==> src/rtl/zluudg_crc_pkg.sv <==
`default_nettype none
// ============================================================================
// Module   : zluudg_crc_pkg
// Purpose  : Shared CRC-16/KERMIT constants, mode bits and checker state type.
// Revision : 1.0 - initial release
// ============================================================================
package zluudg_crc_pkg;

    localparam logic [15:0] CRC16_POLY_REFL = 16'h8408;
    localparam logic [15:0] CRC16_INIT      = 16'h0000;
    localparam logic [15:0] CRC16_RESIDUE   = 16'h0000;

    localparam int MODE_BYPASS_BIT = 0;
    localparam int MODE_STAMP_BIT  = 1;

    typedef enum logic [1:0] {
        IDLE = 2'd0,
        FILL = 2'd1,
        RUN  = 2'd2
    } crc_state_t;

endpackage : zluudg_crc_pkg
`default_nettype wire

==> src/rtl/zluudg_crc16_byte.sv <==
`default_nettype none
// ============================================================================
// Module   : zluudg_crc16_byte
// Purpose  : Combinational one-octet reflected CRC-16 update, LSB first.
// Revision : 1.0 - initial release
// ============================================================================
module zluudg_crc16_byte
    import zluudg_crc_pkg::*;
(
    input  logic [15:0] i_crc,
    input  logic [7:0]  i_byte,
    output logic [15:0] o_crc
);

    logic [15:0] w_crc;

    always_comb begin
        w_crc = i_crc ^ {8'h00, i_byte};
        for (int i = 0; i < 8; i++) begin
            w_crc = w_crc[0] ? ((w_crc >> 1) ^ CRC16_POLY_REFL) : (w_crc >> 1);
        end
    end

    assign o_crc = w_crc;

endmodule : zluudg_crc16_byte
`default_nettype wire

==> src/rtl/zluudg_crc16ccitt_check.sv <==
`default_nettype none
// ============================================================================
// Module   : zluudg_crc16ccitt_check
// Purpose  : Checks and strips the 2-octet FCS of 802.15.4 frames, reporting
//            per-frame status. Optional counters: ZLUUDG_CRC_CHECK_STATS_EN.
// Revision : 1.0 - initial release
// ============================================================================
module zluudg_crc16ccitt_check
    import zluudg_crc_pkg::*;
#(
    parameter int MIN_PAYLOAD = 1
) (
    input  logic        aclk,
    input  logic        areset,
    input  logic [31:0] sr_crc_mode,
    input  logic [31:0] s_in_tdata,
    input  logic        s_in_tvalid,
    input  logic        s_in_tlast,
    output logic        s_in_tready,
    output logic [31:0] m_out_tdata,
    output logic        m_out_tvalid,
    output logic        m_out_tlast,
    input  logic        m_out_tready,
    output logic        frame_ok_stb,
    output logic        frame_err_stb,
    output logic [31:0] ok_count,
    output logic [31:0] err_count
);

    localparam logic [31:0] c_min_payload = MIN_PAYLOAD;

    logic        r_rst_meta, r_rst_sync;
    crc_state_t  r_state, w_state_nxt;
    logic [1:0]  r_cnt;
    logic [7:0]  r_hold0, r_hold1;
    logic [15:0] r_crc, w_crc_nxt;
    logic [15:0] r_pay;
    logic        r_bypass, r_stamp;
    logic [8:0]  r_out_data;
    logic        r_out_valid, r_out_last;
    logic        r_ok_stb, r_err_stb;

    logic        w_bypass, w_out_free, w_in_ready, w_acc, w_last, w_good;
    logic [7:0]  w_byte;
    logic        w_unused_bits;

    // Reset asserts immediately, releases two edges later in the aclk domain
    always_ff @(posedge aclk or posedge areset) begin
        if (areset) begin
            r_rst_meta <= 1'b1;
            r_rst_sync <= 1'b1;
        end else begin
            r_rst_meta <= 1'b0;
            r_rst_sync <= r_rst_meta;
        end
    end

    assign w_byte     = s_in_tdata[7:0];
    assign w_last     = s_in_tlast;
    assign w_bypass   = (r_state == IDLE) ? sr_crc_mode[MODE_BYPASS_BIT] : r_bypass;
    assign w_out_free = !r_out_valid || m_out_tready;
    assign w_in_ready = !r_rst_sync && ((w_bypass || r_cnt == 2'd2) ? w_out_free : 1'b1);
    assign w_acc      = s_in_tvalid && w_in_ready;
    assign w_good     = (r_cnt == 2'd2) && (w_crc_nxt == CRC16_RESIDUE) &&
                        (({16'd0, r_pay} + 32'd1) >= c_min_payload);
    assign w_unused_bits = ^{s_in_tdata[31:8], sr_crc_mode[31:2]};

    zluudg_crc16_byte u_crc_byte (
        .i_crc  (r_crc),
        .i_byte (w_byte),
        .o_crc  (w_crc_nxt)
    );

    always_ff @(posedge aclk or posedge r_rst_sync) begin
        if (r_rst_sync) r_state <= IDLE;
        else            r_state <= w_state_nxt;
    end

    always_comb begin
        w_state_nxt = r_state;
        if (w_acc) begin
            case (r_state)
                IDLE:    if (!w_last) w_state_nxt = w_bypass ? RUN : FILL;
                FILL:    if (w_last) w_state_nxt = IDLE;
                         else if (r_cnt == 2'd2) w_state_nxt = RUN;
                RUN:     if (w_last) w_state_nxt = IDLE;
                default: w_state_nxt = IDLE;
            endcase
        end
    end

    always_ff @(posedge aclk or posedge r_rst_sync) begin
        if (r_rst_sync) begin
            r_cnt       <= 2'd0;
            r_hold0     <= 8'h00;
            r_hold1     <= 8'h00;
            r_crc       <= CRC16_INIT;
            r_pay       <= 16'd0;
            r_bypass    <= 1'b0;
            r_stamp     <= 1'b0;
            r_out_data  <= 9'd0;
            r_out_valid <= 1'b0;
            r_out_last  <= 1'b0;
            r_ok_stb    <= 1'b0;
            r_err_stb   <= 1'b0;
        end else begin
            r_ok_stb  <= 1'b0;
            r_err_stb <= 1'b0;
            if (r_out_valid && m_out_tready) r_out_valid <= 1'b0;
            if (w_acc) begin
                if (r_state == IDLE) begin
                    r_bypass <= sr_crc_mode[MODE_BYPASS_BIT];
                    r_stamp  <= sr_crc_mode[MODE_STAMP_BIT];
                end
                if (w_bypass) begin
                    r_out_valid <= 1'b1;
                    r_out_data  <= {1'b0, w_byte};
                    r_out_last  <= w_last;
                end else begin
                    // Hold full: the oldest octet is now known to be payload
                    if (r_cnt == 2'd2) begin
                        r_out_valid <= 1'b1;
                        r_out_data  <= {w_last && r_stamp && w_good, r_hold0};
                        r_out_last  <= w_last;
                        r_hold0     <= r_hold1;
                        r_hold1     <= w_byte;
                        if (r_pay != 16'hFFFF) r_pay <= r_pay + 16'd1;
                    end else if (r_cnt == 2'd1) begin
                        r_hold1 <= w_byte;
                        r_cnt   <= 2'd2;
                    end else begin
                        r_hold0 <= w_byte;
                        r_cnt   <= 2'd1;
                    end
                    if (w_last) begin
                        r_crc     <= CRC16_INIT;
                        r_cnt     <= 2'd0;
                        r_pay     <= 16'd0;
                        r_ok_stb  <= w_good;
                        r_err_stb <= !w_good;
                    end else begin
                        r_crc <= w_crc_nxt;
                    end
                end
            end
        end
    end

    assign s_in_tready   = w_in_ready;
    assign m_out_tdata   = {23'd0, r_out_data};
    assign m_out_tvalid  = r_out_valid;
    assign m_out_tlast   = r_out_last;
    assign frame_ok_stb  = r_ok_stb;
    assign frame_err_stb = r_err_stb;

`ifdef ZLUUDG_CRC_CHECK_STATS_EN
    logic [31:0] r_ok_count, r_err_count;

    always_ff @(posedge aclk or posedge r_rst_sync) begin
        if (r_rst_sync) begin
            r_ok_count  <= 32'd0;
            r_err_count <= 32'd0;
        end else begin
            if (r_ok_stb)  r_ok_count  <= r_ok_count + 32'd1;
            if (r_err_stb) r_err_count <= r_err_count + 32'd1;
        end
    end

    assign ok_count  = r_ok_count;
    assign err_count = r_err_count;
`else
    assign ok_count  = 32'd0;
    assign err_count = 32'd0;
`endif

endmodule : zluudg_crc16ccitt_check
`default_nettype wire

==> config.mk <==
export PLATFORM = sky130hd
export DESIGN_NAME = zluudg_crc16ccitt_check
export DESIGN_NICKNAME = d
export VERILOG_FILES = /design/src/rtl/zluudg_crc_pkg.sv /design/src/rtl/zluudg_crc16_byte.sv /design/src/rtl/zluudg_crc16ccitt_check.sv
export SDC_FILE = /design/constraint.sdc
export NUM_CORES = 1
export LEC_CHECK = 0
export CAP_MARGIN = 25
export CORE_AREA = 4 4 126 128
export CTS_CLUSTER_DIAMETER = 150
export DETAILED_ROUTE_END_ITERATION = 8
export DIE_AREA = 0 0 130 132
export PLACE_DENSITY = 0.58
export REMOVE_ABC_BUFFERS = 1
export SLEW_MARGIN = 20
export SYNTH_ARGS = -nofsm -noshare
export SYNTH_HDL_FRONTEND = slang
export SYNTH_SLANG_ARGS = --single-unit
==> constraint.sdc <==
create_clock -name aclk -period 3.5 [get_ports aclk]
set_clock_uncertainty 0.05 [all_clocks]
set_input_delay 1.05 -clock aclk [delete_from_list [all_inputs] [get_ports aclk]]
set_output_delay 1.05 -clock aclk [all_outputs]
set_load 0.03 [all_outputs]
======== After elaboration in Yosys (flattened, before gate mapping) ========
Cells that the tools add are included.
storage, ports and cells
  output and inout port bits .............. 101
  input bits .............................. 69
  logic and storage cells ................. 105
  bits in registers ....................... 69
cells by class
  bitwise operators ....................... 10
  reduce and logical (&&, ||, !) cells .... 26
  add/subtract/negate cells ............... 2
  order comparisons ....................... 1
  equal/unequal tests ..................... 10
  multiplexer cells ....................... 41
operator list
  cell                     count
  $mux W16                 12
  $mux W8                  4
  $not A2 Y3               8
  $mux W9                  2
  $add A16 B1 Y17 const B  1
  $ge A17 B1 Y1 const B    1
  $add A16 B1 Y16 const B  1
  $logic_not A16 Y1        1
  $mux W2                  8
  $ne A16 B16 Y1 const B   1
  $xor A16 B8 Y16          1
  $mux W1                  14
  $reduce_and A3 Y1        3
  $ne A2 B2 Y1 const B     4
  $reduce_and A4 Y1        2
  $reduce_bool A2 Y1       4
  $logic_and A1 B1 Y1      7
  $pmux W2 S3              1
  $reduce_and A2 Y1        3
  $eq A2 B1 Y1 const B     2
  $eq A2 B2 Y1 const B     2
  $logic_not A1 Y1         3
  $ne A3 B3 Y1 const B     1
  $logic_not A2 Y1         1
  other kinds (2)          3

======== Longest topological paths before layout ========
Gate-level depths: netlist (run 1).
  word-level depth ........................ 24
  gate-level depth with buffers ........... 10
  mapped depth without buffers ............ 8

======== By module ========
From an unflattened synthesis (run 1), not the netlist that was laid out.
unflattened totals
  cells, all modules ...................... 484
  area, all modules ....................... 4,689.5 um^2
by module, submodules not included
  module                   area an instance (um^2)  sequential area each (um^2)  instances  cells each
  zluudg_crc16ccitt_check  4,309.1                  1,729.2                      1          459
  zluudg_crc16_byte        380.4                    0.0                          1          25

======== Least setup slack after synthesis (run 1) ========
OpenSTA, ideal clock, no wires.
  path kind ............................... register to output
  start ................................... reg r_rst_sync
  end ..................................... out s_in_tready
  cell stages (with the launch flop) ...... 3
  data required time ...................... 2,400 ps
  data arrival time ....................... 2,294 ps
  buffers on the path ..................... 0
  setup slack ............................. 106 ps
  path through ............................ dfstp_2 > inv_1 > and2_1
on the way
  word-level cells in the longest chain between the ends .. 2
RTL lines
  item                               line                           text
  from (decl)                        zluudg_crc16ccitt_check.sv:32  logic r_rst_meta, r_rst_sync;
  from (signal assigned)             zluudg_crc16ccitt_check.sv:54  r_rst_sync <= r_rst_meta;
  $logic_not A1 Y1 (no source line)  --
  $logic_and A1 B1 Y1                zluudg_crc16ccitt_check.sv:62  assign w_in_ready = !r_rst_sync && ((w_bypass || r_cnt == 2'd2) ? w_out_free : 1'b1);
  to (decl)                          zluudg_crc16ccitt_check.sv:19  output logic s_in_tready,
Every way passes these cells.

======== Worst setup path after layout (run 1) ========
  start ................................... in sr_crc_mode[0]
  end ..................................... out s_in_tready
on the way
  word-level cells in the longest chain between the ends .. 4
RTL lines
  item                 line                           text
  from (decl)          zluudg_crc16ccitt_check.sv:15  input logic [31:0] sr_crc_mode,
  $mux W1              --
  $logic_or A1 B1 Y1   zluudg_crc16ccitt_check.sv:62
  $mux W1              zluudg_crc16ccitt_check.sv:62
  $logic_and A1 B1 Y1  zluudg_crc16ccitt_check.sv:62
Every way passes these cells.

==> impl_metrics.yaml, run 1 <==
global_routing:
  first_global_vias: 2879
  gr-total-overflow: 0
  antenna_found_initial: 0
  grt_max_degree: 56
  grt_pass1_wl_um: 14500
  track_usage: 0.103
worst_setup_path:
  cp-start-kind: "input port"
  reg2reg_depth: 7
  end_kind: "primary output"
  cp.arrival_ns: 2.26
  critPathKind: "in2out"
  crit_fanout: 3
  critPathRequiredTime_ns: 2.40
timing:
  relSlewSlack: 0.536
  period_needed_ns: 3.36
  rsz0062_at_grt: "no"
  slew_viol_final: 0
  worst_slack_ns: 0.139
  setup_viol: 0
  finalHoldViolations: 0
  fin_crit_sh: 0.960
  fmax_ghz: 0.298
  worst_pin_slew_ns: 0.696
worst_hold_path:
  hold_class: "reg2async"
detailed_routing:
  viasPerCell: 4.52
  drt_wl_total_um: 8680
  antenna_left: 0
  dr_total_vias: 3080
  drt_iter0_drc: 248
  drc: 0
  firstDrtPassIters: 4
  routedWlPerCell_um: 12.7
cells_and_area:
  layout_commonest_cell: "conb_1"
  postLayoutCoreUtil: 0.326
  final_cell_mix: "conb_1, dfrtp_1, nand2_1, clkdlybuf4s50_1, nor2_1"
  layout-drive-gt1-share: 0.111
  syn2layout_area_growth_pct: 12.1
  nNetsFinal: 562
  diodes: 0
synth:
  synth_area_um2: 4320
  ys_seq_area_frac: 0.400
  synth_seq_cells: 69
  yosys_warnings: 0
  synth-edff-count: 0
  syn-instance-count: 452
  ys_types: 52
  avgSynthCellArea_um2: 9.56
  synth-main-ff-cell: "dfrtp_1"
  ys_async_sr_fraction: 1.00
power:
  power.static_leakage_nw: 2.16
  ir_drop_v: 0.000246
  powerDensity_nw_per_um2: 764
placed_design:
  io_buffers: 28
  dp_slack_ns: -0.543
  place_congestion: 0.848
  detailed_place_hpwl_um: 6330
clocking:
  clk_path_buf_depth: 2
  cts_tree: "built"
  ctsHoldBuffers: 0
  path_clk_slew_ns: 0.06
  htree_levels: 3
  clkLatencyLatePin_ns: 0.33
  cts_sinks: 69
  numCtsBuffers: 9
  cts_root_buf: "clkbuf_16"
floorplan:
  die_w_um: 130
  start_util: 0.291
  core_um2: 14900
  io_pins: 170
  die_h_um: 132
  core.rowCount: 45
  dieArea_um2: 17200
flow_run:
  max_cap_viol_count: 0
run_status:
  status: "finished, final reports clean"
-- critical path, cell delays in order --
cell           delay (ns)
dlygate4sd2_1        0.24
or3b_4               0.39
a31o_2               0.25
and2_1               0.16
buf_4                0.17
-- cell usage after synthesis, types with 9 or more instances --
master | instances | share of area
a31oi_1 | 9 | 0.013
a21oi_1 | 11 | 0.013
mux2i_1 | 16 | 0.037
inv_1 | 9 | 0.0078
nand3_1 | 11 | 0.013
o21ai_0 | 23 | 0.027
buf_2 | 12 | 0.014
mux2_1 | 9 | 0.023
o21ai_1 | 10 | 0.012
nor2_1 | 24 | 0.021
xnor2_1 | 20 | 0.041
nand4_1 | 9 | 0.013
nand2_1 | 35 | 0.030
dfrtp_1 | 67 | 0.39
o31ai_1 | 18 | 0.031
buf_4 | 90 | 0.16
-- cell type report --
class	count	area (um2)
Multi-Input combinational cell	353	2130
Fill cell	1512	10000
Clock buffer	10	239
Clock inverter	6	46.3
Tap cell	188	235
Sequential cell	69	1730
Timing Repair Buffer	47	432
Inverter	9	33.8
-- registers in the layout, indices dropped and copies added (netlist names) --
signal         flops
r_hold0            8
m_out_tlast        1
r_bypass           1
m_out_tvalid       1
frame_err_stb      1
r_stamp            1
r_rst_sync         1
r_state            2
r_out_data         9
r_rst_meta         1
frame_ok_stb       1
r_pay             16
r_hold1            8
r_cnt              2
r_crc             16
-- cell families after synthesis --
| logic type | share of synthesized area |
|---|---|
| buffers and inverters | 0.183 |
| other | 0.000868 |
| and+or+nand+nor | 0.136 |
| adders and majority gates | 0.0116 |
| muxes | 0.0605 |
| AOI/OAI and AO/OA | 0.147 |
| xor gates and xnor gates | 0.0605 |
| DFF | 0.400 |
-- metal layers --
layer | global-route usage | up-vias | part of all wire
met5 | 0 | - | 0
met4 | 0.0364 | 0 | 0.013
met3 | 0.0292 | 11 | 0.055
met2 | 0.163 | 87 | 0.49
met1 | 0.135 | 1502 | 0.44
li1 | - | 1480 | -
-- final timing paths --
path / from / slack (ns) / to
max in group asynchronous: r_rst_sync / 2.19 / r_crc[10]
max reg2reg: r_pay[0] / 0.64 / r_pay[15]
min reg2reg: r_rst_sync / 0.19 / r_state[1]
max: sr_crc_mode[0] / 0.14 / s_in_tready
min in group aclk: r_rst_meta / 0.31 / r_rst_sync
min: r_rst_sync / 0.19 / r_state[1]
-- what timing repair did --
| item | 4_1_cts | 5_1_grt |
|---|---|---|
| endpoints found under the setup margin | 1 | 0 |
| resized for setup | 8 | 0 |
| buffers inserted | 0 | 0 |
-- metrics by stage --
step                hold WS, ns  cell area [um2]  std cells  total power (W)  TNS [ns]
detailed placement        0.203             4560        666          0.00286    -0.543
CTS                       0.216             4840        682          0.00373         0
finish                    0.190             4840        682          0.00370         0
global route              0.239             4840        682          0.00396         0
floorplan                 0.295             3890        431          0.00235    -23.17
global placement          0.202             4560        666          0.00282    -0.558
-- power breakdown --
part / internal (W) / switching [W]
Combinational: 0.000682 / 0.000894
Sequential: 0.00107 / 0.000194
Clock: 0.000504 / 0.000362
Note: power is estimated with default switching activity, not from simulation.
==> run 2, diff against run 1 <==
GPL_ROUTABILITY_DRIVEN = 0   (was unset)
==> results of run 2 <==
The final DEF is identical to that of run 1; final timing and power are the same.
